<file path="src/rtl/gpio_cmd_receiver_pkg.sv">
// Shared constants for the GPIO command receiver: address map defaults, bus field layout, FSM encodings.
package gpio_cmd_receiver_pkg;
   localparam logic [15:0] RD_BASE_DEF    = 16'h0080;
   localparam logic [15:0] PAIR_BASE_DEF  = 16'h0100;
   localparam int          RD_TIMEOUT_DEF = 64;

   localparam int ADDR_LSB = 0;
   localparam int ADDR_W   = 16;
   localparam int DATA_LSB = 16;
   localparam int DATA_W   = 8;
   localparam int WCLK_BIT = 24;

   typedef logic [1:0] rx_state_t;
   localparam rx_state_t ST_IDLE    = 2'd0;
   localparam rx_state_t ST_HAVE_HI = 2'd1;
   localparam rx_state_t ST_RD_WAIT = 2'd2;
endpackage

</file>
<file path="src/rtl/gpio_strobe_sync.sv">
// Brings an asynchronous GPIO strobe into clk with a 2-FF synchronizer; pulses one cycle per rising edge.
// Strobe appears 2 clk edges after the async rise; no backpressure.
module gpio_strobe_sync (
   input  logic clk,
   input  logic rst,
   input  logic async_in,
   output logic strobe
);
   logic [2:0] sync;

   always_ff @(posedge clk or negedge rst) begin
      if (!rst) sync <= 3'b000;
      else      sync <= {sync[1:0], async_in};
   end

   assign strobe = sync[1] & ~sync[2];
endmodule

</file>
<file path="src/rtl/gpio_cmd_receiver.sv">
// Decodes GPIO command strobes into paired/single register writes and read requests; read data returned on gpio_out_bus.
// Latency w_clk rise -> wr_valid is 3-4 clk; rd_req holds until rd_ack or timeout. Optional counters: GPIO_RX_STATS_EN.
module gpio_cmd_receiver
   import gpio_cmd_receiver_pkg::*;
#(
   parameter logic [15:0] RD_BASE    = RD_BASE_DEF,
   parameter logic [15:0] PAIR_BASE  = PAIR_BASE_DEF,
   parameter int          RD_TIMEOUT = RD_TIMEOUT_DEF
) (
   input  logic        clk,
   input  logic        rst,
   input  logic [31:0] gpio_in,
   output logic [31:0] gpio_out_bus,
   output logic        wr_valid,
   output logic [15:0] wr_addr,
   output logic [15:0] wr_data,
   output logic        rd_req,
   output logic [15:0] rd_addr,
   input  logic        rd_ack,
   input  logic [15:0] rd_data,
   output logic [31:0] stat_bus
);
   localparam int TW = $clog2(RD_TIMEOUT);

   rx_state_t        state;
   logic [15:0]      hi_addr;
   logic [7:0]       hi_data;
   logic [TW-1:0]    rd_timer;
   logic             strobe;
   logic [15:0]      addr;
   logic [7:0]       data;
   logic             pair_hit;
   logic             idle_like;
   logic             pair_err;
   logic             timeout;
   logic             unused_bits;

   gpio_strobe_sync u_sync (
      .clk      (clk),
      .rst      (rst),
      .async_in (gpio_in[WCLK_BIT]),
      .strobe   (strobe)
   );

   // The host holds addr/data stable well before w_clk rises, so the raw bus is safe to sample on the strobe cycle.
   assign addr        = gpio_in[ADDR_LSB +: ADDR_W];
   assign data        = gpio_in[DATA_LSB +: DATA_W];
   assign unused_bits = ^gpio_in[31:25];

   assign pair_hit  = strobe && (state == ST_HAVE_HI) && (addr == hi_addr);
   // A mismatched second byte abandons the held half and is decoded afresh as if from IDLE.
   assign idle_like = strobe && ((state == ST_IDLE) || ((state == ST_HAVE_HI) && (addr != hi_addr)));
   assign pair_err  = strobe && (((state == ST_HAVE_HI) && (addr != hi_addr)) || (state == ST_RD_WAIT));
   assign timeout   = (rd_timer == TW'(RD_TIMEOUT - 1));

   always_ff @(posedge clk or negedge rst) begin
      if (!rst) begin
         state        <= ST_IDLE;
         hi_addr      <= '0;
         hi_data      <= '0;
         rd_timer     <= '0;
         wr_valid     <= 1'b0;
         wr_addr      <= '0;
         wr_data      <= '0;
         rd_req       <= 1'b0;
         rd_addr      <= '0;
         gpio_out_bus <= '0;
      end else begin
         wr_valid <= 1'b0;
         if (pair_hit) begin
            wr_valid <= 1'b1;
            wr_addr  <= hi_addr;
            wr_data  <= {hi_data, data};
            state    <= ST_IDLE;
         end else if (idle_like) begin
            if (addr < RD_BASE) begin
               wr_valid <= 1'b1;
               wr_addr  <= addr;
               wr_data  <= {8'h00, data};
               state    <= ST_IDLE;
            end else if (addr < PAIR_BASE) begin
               rd_req   <= 1'b1;
               rd_addr  <= addr;
               rd_timer <= '0;
               state    <= ST_RD_WAIT;
            end else begin
               hi_addr  <= addr;
               hi_data  <= data;
               state    <= ST_HAVE_HI;
            end
         end else if (state == ST_RD_WAIT) begin
            // Ack is checked first so a last-cycle ack still returns data.
            if (rd_ack) begin
               gpio_out_bus <= {1'b0, 15'b0, rd_data};
               rd_req       <= 1'b0;
               state        <= ST_IDLE;
            end else if (timeout) begin
               gpio_out_bus <= {1'b1, 15'b0, 16'h0000};
               rd_req       <= 1'b0;
               state        <= ST_IDLE;
            end else begin
               rd_timer <= rd_timer + TW'(1);
            end
         end
      end
   end

`ifdef GPIO_RX_STATS_EN
   logic [15:0] strobe_cnt;
   logic [15:0] pair_err_cnt;

   always_ff @(posedge clk or negedge rst) begin
      if (!rst) begin
         strobe_cnt   <= '0;
         pair_err_cnt <= '0;
      end else begin
         if (strobe && (strobe_cnt != 16'hFFFF))
            strobe_cnt <= strobe_cnt + 16'd1;
         if (pair_err && (pair_err_cnt != 16'hFFFF))
            pair_err_cnt <= pair_err_cnt + 16'd1;
      end
   end

   assign stat_bus = {pair_err_cnt, strobe_cnt};
`else
   logic unused_pair_err;
   assign unused_pair_err = pair_err;
   assign stat_bus        = 32'h0;
`endif
endmodule

</file>
<file path="config.mk">
export PLATFORM = sky130hd
export DESIGN_NAME = gpio_cmd_receiver
export DESIGN_NICKNAME = d
export VERILOG_FILES = /design/src/rtl/gpio_cmd_receiver_pkg.sv /design/src/rtl/gpio_strobe_sync.sv /design/src/rtl/gpio_cmd_receiver.sv
export SDC_FILE = /design/constraint.sdc
export NUM_CORES = 1
export LEC_CHECK = 0
export CORE_ASPECT_RATIO = 1.25
export CORE_MARGIN = 2
export CORE_UTILIZATION = 40
export DETAILED_ROUTE_END_ITERATION = 10
export GPL_TIMING_DRIVEN = 0
export MAX_ROUTING_LAYER = met4
export PLACE_DENSITY_LB_ADDON = 0.05
export SYNTH_ARGS = -nofsm -noshare
export SYNTH_HDL_FRONTEND = slang
export SYNTH_HIERARCHICAL = 1
export SYNTH_SLANG_ARGS = --single-unit
</file>
<file path="constraint.sdc">
create_clock -name clk -period 2.28 [get_ports clk]
set_input_delay 0.456 -clock clk [delete_from_list [all_inputs] [get_ports clk]]
set_output_delay 0.456 -clock clk [all_outputs]
set_load 0.05 [all_outputs]
</file>
==> run summary, run 1 <==
Initial antenna violation count: 0
Flop and latch count out of synthesis: 102
DR vias: 3,196
Routed WL: 9710 µm
Worst Setup Start Kind: input port
H-tree depth: 3
R2r startpoint: hi_addr[13]$_DFFE_PN0P_
Post-Syn Area: 0.00459 mm²
Routed wire length per instance: 14.3 µm
Synthesized instance count: 368
Status: finished, final reports clean
Slew HR: 0.411
Worst setup margin: 0.117 ns
Total count of max-transition violations in the final report: 0
CP Data Required Time: 2.51 ns
DP HPWL: 7210 µm
GPL Wtd Cong: 0.773
Hold_buf cts: 0
Register area share after synthesis: 0.556
Die Wd: 99.8 µm
I/O pin total: 165
Arrival time at the worst endpoint: 2.39 ns
Vias/cell: 4.70
CTS max path bufs: 2
Post-route cell area: 0.00652 mm²
Drt first pass iters: 4
Dpl cell area: 0.00606 mm²
PD cells: 654 mW/mm²
Post-synth cell types: 40
Wire length on met3: 574 µm
CTS buffer count: 9
Max Cap Viol: 0
Antenna viol nets, final: 0
Hold Violations, Final: 0
Capture point of the worst reg-to-reg path: hi_addr[6]$_DFFE_PN0P_
Setup Viol. Count Final: 0
Setup CP Type: input port to flop
Core area: 0.0111 mm²
Area Growth Syn to Fin: 41.9%
Starting Density: 0.412
Antenna diodes: 0
Clk_skew: 0.00919 ns
Chip height: 124 µm
Clock Tree Root: clkbuf_16
First-pass GRT wire length: 15,700 µm
Port Buffer Count: 110
Non-Filler Instances: 680
DR top layer: met4
Skew-Pair Late Insertion Delay: 0.34 ns
Setup_tns: 0 ns
Wl on met1: 4200 µm
Vias in the first global route: 3,165
Final cycle utilization of the critical path: 0.949
Setup Slack @ Placement: -0.702 ns
CTS tree: yes
Die area: 0.0124 mm²
Total track usage: 0.167
Tightest hold margin: 0.107 ns
Final core occ: 0.585
Max VDD drop: 0.000324 V
Most common cell after layout, fill and taps aside: dfrtp_1
Least-Margin Pin Slew: 0.878 ns
Nets: 592
First DRT Iteration DRCs: 46
Leak Pwr: 3.38 nW
Tot Pwr: 4.26 mW
Layout cells sized above 1: 0.193
Global route overflow: 0
Core Rows: 43
Crit-path max FO: 6
Met2 WL: 4740 µm
DRC viols: 0
Worst Reg-to-Reg Cells: 7
FF-to-FF setup slack: 0.17 ns
RSZ-0062 raised after global routing: no
Most frequent cells in the layout: dfrtp_1 (102), clkdlybuf4s50_1 (95), buf_4 (52)
Type of the most critical hold path: input port to async pin
Min cycle time layout: 2.16 ns
Clock transition at path regs: 0.07 ns
Largest net degree at the start of global routing: 64
Setup crit end kind: flop
Warnings from Yosys: 6
Avg Cell Area, Syn: 12.5 µm²
Achievable Freq: 0.462 GHz
Placed insts: 660
Clock sink count: 102
synthesized netlist by cell type:
| cell | number | area share |
|---|---|---|
| a211o_1 | 1 | 0.0019 |
| or4_1 | 1 | 0.0016 |
| xor2_1 | 4 | 0.0076 |
| nand2b_1 | 5 | 0.0068 |
| nand2_4 | 1 | 0.0025 |
| nor2_1 | 11 | 0.0090 |
| a21boi_2 | 1 | 0.0025 |
| nor4_2 | 1 | 0.0027 |
| buf_4 | 49 | 0.080 |
| mux2_1 | 35 | 0.086 |
| a311oi_1 | 1 | 0.0019 |
| a31oi_1 | 1 | 0.0014 |
| nor2b_1 | 9 | 0.012 |
| xnor2_1 | 14 | 0.027 |
| ha_1 | 1 | 0.0027 |
| mux2_2 | 10 | 0.025 |
| nand3_1 | 2 | 0.0022 |
| inv_1 | 20 | 0.016 |
| dfrtp_1 | 102 | 0.56 |
| nor4_1 | 1 | 0.0014 |
| nand2_1 | 25 | 0.020 |
| or4_4 | 1 | 0.0025 |
| nor2_4 | 1 | 0.0025 |
| o221ai_1 | 1 | 0.0019 |
| conb_1 | 1 | 0.00082 |
| nand4_1 | 7 | 0.0095 |
| or2_1 | 1 | 0.0014 |
| buf_6 | 2 | 0.0049 |
| and3_1 | 2 | 0.0027 |
| buf_2 | 4 | 0.0044 |
| a21oi_1 | 1 | 0.0011 |
| nor2b_4 | 1 | 0.0030 |
| nor3_1 | 1 | 0.0011 |
| mux2i_1 | 18 | 0.039 |
| a32o_1 | 8 | 0.017 |
| a21o_1 | 2 | 0.0033 |
| a211oi_2 | 1 | 0.0027 |
| clkbuf_1 | 4 | 0.0033 |
| a22o_1 | 16 | 0.031 |
| o2111ai_1 | 1 | 0.0019 |
worst max path at each step:
stage          slack [ns]  depth (start not counted)         from                     end
2_1_floorplan        0.12                          6   gpio_in[8]  rd_addr[2]$_DFFE_PN0P_
3_3_place_gp        -3.19                          1          rst  wr_data[0]$_DFFE_PN0P_
3_5_place_dp        -0.70                          7   gpio_in[8]  rd_addr[3]$_DFFE_PN0P_
4_1_cts            -0.003                          7  gpio_in[15]  wr_data[2]$_DFFE_PN0P_
5_1_grt             0.006                          8   gpio_in[4]  hi_data[6]$_DFFE_PN0P_
6_report             0.12                          7   gpio_in[8]  rd_addr[3]$_DFFE_PN0P_
critical path, stage by stage:
cell and delay, ns:
dlygate4sd2_1 0.28, or4_4 0.58, nor2_4 0.18, nand2_1 0.11, a211oi_4 0.28, buf_6 0.18
mux2_1 0.32
sequential cells by signal, indices dropped and copies added, names as in the netlist:
name,count
wr_addr,16
gpio_out_bus,17
rd_req,1
u_sync/sync,3
wr_data,16
wr_valid,1
hi_addr,16
hi_data,8
rd_timer,6
state,2
rd_addr,16
cells by family (layout without fill, tap and decap cells):
family / count (synthesis) / count (layout) / synth area share
buffers and inverters: 79 / 210 / 0.109
adders and majority gates: 1 / 1 / 0.00272
other: 1 / 47 / 0.000816
DFF: 102 / 102 / 0.556
AOI/OAI and AO/OA: 34 / 34 / 0.0665
and+or+nand+nor: 70 / 70 / 0.0814
muxes: 63 / 63 / 0.150
xor gates and xnor gates: 18 / 18 / 0.0343
layer usage:
metal	global-route usage	vias up
li1	-	1505
met1	0.211	1575
met2	0.261	102
met3	0.0354	14
met4	0.0728	0
met5	-	-
power breakdown:
| group | total, mW | switching, mW | internal (mW) |
|---|---|---|---|
| registers | 1.97 | 0.0728 | 1.90 |
| logic | 0.726 | 0.435 | 0.291 |
| clock network | 1.56 | 0.697 | 0.866 |
timing repair:
action                                  CTS  global route
endpoints found under the setup margin   66            44
setup buffers                             4             0
gates cloned                              0             0
pin swaps                                 3             5
gates resized for setup                  22            10
endpoints found under the hold margin     0             0
final cells by class:
| class | instances | area (µm²) |
|---|---|---|
| clock inverters | 7 | 83.8 |
| clock buffers | 9 | 225 |
| well taps | 135 | 169 |
| inverters | 20 | 75.1 |
| flip-flops and latches | 102 | 2550 |
| multi-input cells | 233 | 1800 |
| fillers | 974 | 4620 |
| plain buffers | 59 | 443 |
| repair buffers | 115 | 1170 |
No activity file was read; power rests on OpenSTA's default activity.
==> run 2: changes to the inputs <==
SLEW_MARGIN = 20   (was unset)
==> run 2 against run 1 <==
  * Sequential cell count stayed put
  * Via count shrank 0.69%
  * Sequential share of layout area about the same
  * Routed wire length up 0.47%
  * Global-route usage is 0.27 points lower
  * Hold slack got worse by 0.095 ns
  * Cell count grew 0.15%
  * Total power shrank 0.51%
  * Non-clock buffer count unchanged
  * Count of clock-buffer cells in the layout stayed put
  * Critical endpoint is now hi_addr[6]$_DFFE_PN0P_
==> run summary, run 2 (synthesized netlist as in run 1, its figures left out) <==
Status: finished, final reports clean
Vias/cell: 4.66 (-0.83%)
Clk_skew: 0.00816 ns (-0.00103 ns)
Most frequent cells in the layout: dfrtp_1 (102), clkdlybuf4s50_1 (96), buf_4 (51)
DR vias: 3,174 (-0.69%)
Final cycle utilization of the critical path: 0.962 (+0.0129)
Non-Filler Instances: 681 (+0.15%)
GPL Wtd Cong: 0.773 (unchanged)
Total count of max-transition violations in the final report: 0 (unchanged)
Least-Margin Pin Slew: 0.839 ns (-0.0390 ns)
Final core occ: 0.585 (about the same)
Setup_tns: 0 ns (unchanged)
Antenna viol nets, final: 0 (unchanged)
Fill cell count: 952 (-2.3%)
Layout cells sized above 1: 0.191 (-0.00183)
DP HPWL: 7210 µm (about the same)
Routed wire length per instance: 14.3 µm (+0.33%)
Area Growth Syn to Fin: 41.8% (about the same)
Core area: 0.0111 mm² (unchanged)
Total track usage: 0.164 (-0.00273)
Clock network power share: 0.364 (-0.003)
CTS buffer count: 9 (unchanged)
Setup Slack @ Placement: -0.698 ns (+0.00384 ns)
Max Cap Viol: 0 (unchanged)
H-tree depth: 3 (unchanged)
Global route overflow: 0 (unchanged)
Min cycle time layout: 2.19 ns (+0.0294 ns)
DRC viols: 0 (unchanged)
I/O pin total: 165 (unchanged)
Setup crit end kind: flop
Max VDD drop: 0.000345 V (+6.4%)
CTS tree: yes
Vias in the first global route: 3,045 (-3.8%)
First-pass GRT wire length: 15,200 µm (-2.9%)
Skew-Pair Late Insertion Delay: 0.35 ns (about the same)
Slew HR: 0.437 (+0.0262)
Routed WL: 9750 µm (+0.47%)
Sw Ratio: 0.282 (-0.000484)
Type of the most critical hold path: input port to async pin
Arrival time at the worst endpoint: 2.42 ns (+0.03 ns)
Port Buffer Count: 110 (unchanged)
Clock Tree Root: clkbuf_16
Most common cell after layout, fill and taps aside: dfrtp_1
Starting Density: 0.412 (unchanged)
Hold Violations, Final: 0 (unchanged)
Int Pwr: 3.04 mW (-0.44%)
CP Data Required Time: 2.51 ns (about the same)
Clock sink count: 102 (unchanged)
CP max-delay cell: clkdlybuf4s50_1
Max reg flops: 17 (unchanged)
Crit-path max FO: 10 (+4)
Worst Setup Start Kind: input port
Tot Pwr: 4.24 mW (-0.51%)
Largest net degree at the start of global routing: 64 (unchanged)
Core Rows: 43 (unchanged)
Biggest register: gpio_out_bus
Clock transition at path regs: 0.07 ns (about the same)
Nets: 592 (unchanged)
Worst-path cell chain: clkdlybuf4s50_1 > xnor2_2 > nand4_1 > nor4_4 > a211o_1 > buf_6 > buf_8 > mux2_1
FF-to-FF setup slack: 0.20 ns (+0.03 ns)
Post-route cell area: 0.00651 mm² (about the same)
Achievable Freq: 0.456 GHz (-1.3%)
Multi-input gate area: 0.00179 mm² (-0.42%)
Chip height: 124 µm (unchanged)
Leak Pwr: 3.37 nW (-0.34%)
CTS max path bufs: 2 (unchanged)
Comb power frac: 0.171 (about the same)
Die Wd: 99.8 µm (unchanged)
Worst setup margin: 0.0876 ns (-0.0294 ns)
Setup Viol. Count Final: 0 (unchanged)
Placed insts: 660 (unchanged)
Dpl cell area: 0.00606 mm² (about the same)
Die area: 0.0124 mm² (unchanged)
RSZ-0062 raised after global routing: no
Switching Power: 1.20 mW (-0.68%)
Hold_buf cts: 0 (unchanged)
Tightest hold margin: 0.0120 ns (-0.0946 ns)
Worst path max stage delay: 0.55 ns (-0.03 ns)
Drt first pass iters: 4 (unchanged)
First DRT Iteration DRCs: 73 (+59%)
PD cells: 651 mW/mm² (-0.41%)
Setup CP Type: input port to flop
Register Area: 0.00255 mm² (unchanged)
Initial antenna violation count: 1 (+1)
Sequential share of power: 0.465 (+0.002)
## run 2: final cells by class
cell class / instances / share of cell area
flip-flops and latches: 102 / 0.392
multi-input cells: 233 / 0.276
repair buffers: 115 / 0.181
plain buffers: 59 / 0.0680
clock buffers: 9 / 0.0346
well taps: 135 / 0.0259
inverters: 20 / 0.0115
clock inverters: 7 / 0.0113
diodes: 1 / 0.000384
## run 2: timing repair
item | 4_1_cts | 5_1_grt
gates resized for setup | 16 | 14
buffers inserted | 3 | 1
pin swaps | 3 | 3
setup endpoints to repair | 66 | 47
## run 2: worst paths after layout
path | startpoint | to | depth (start not counted)
max reg2reg | hi_addr[13]$_DFFE_PN0P_ | hi_addr[6]$_DFFE_PN0P_ | 7
min | rst | wr_addr[7]$_DFFE_PN0P_ | 1
max in group asynchronous | rst | rd_addr[12]$_DFFE_PN0P_ | 2
min in group clk | u_sync/sync[0]$_DFF_PN0_ | u_sync/sync[1]$_DFF_PN0_ | 0
max | gpio_in[3] | hi_addr[6]$_DFFE_PN0P_ | 8
min reg2reg | u_sync/sync[0]$_DFF_PN0_ | u_sync/sync[1]$_DFF_PN0_ | 0
## run 2: worst max-delay path: cells and delay by family
| kind | cells | cell delay, ns |
|---|---|---|
| simple gates | 2 | 0.43 |
| xor+xnor | 1 | 0.14 |
| buf+inv | 3 | 0.85 |
| mux | 1 | 0.32 |
| compound gates | 1 | 0.20 |
## run 2: power groups by stage
stage          Clock [mW]  Combinational (mW)  Sequential [mW]
2_1_floorplan           0               0.407             2.07
3_3_place_gp            0               0.691             2.00
3_5_place_dp            0               0.706             2.00
4_1_cts              1.58               0.721             1.97
5_1_grt              1.66               0.776             1.98
6_report             1.54               0.726             1.97
## run 2: per-layer routing
layer	vias to the layer above	track usage	wire length [µm]
li1	1502	-	-
met1	1556	0.210	4210
met2	104	0.258	4760
met3	12	0.0370	611
met4	0	0.0591	165
met5	-	-	0
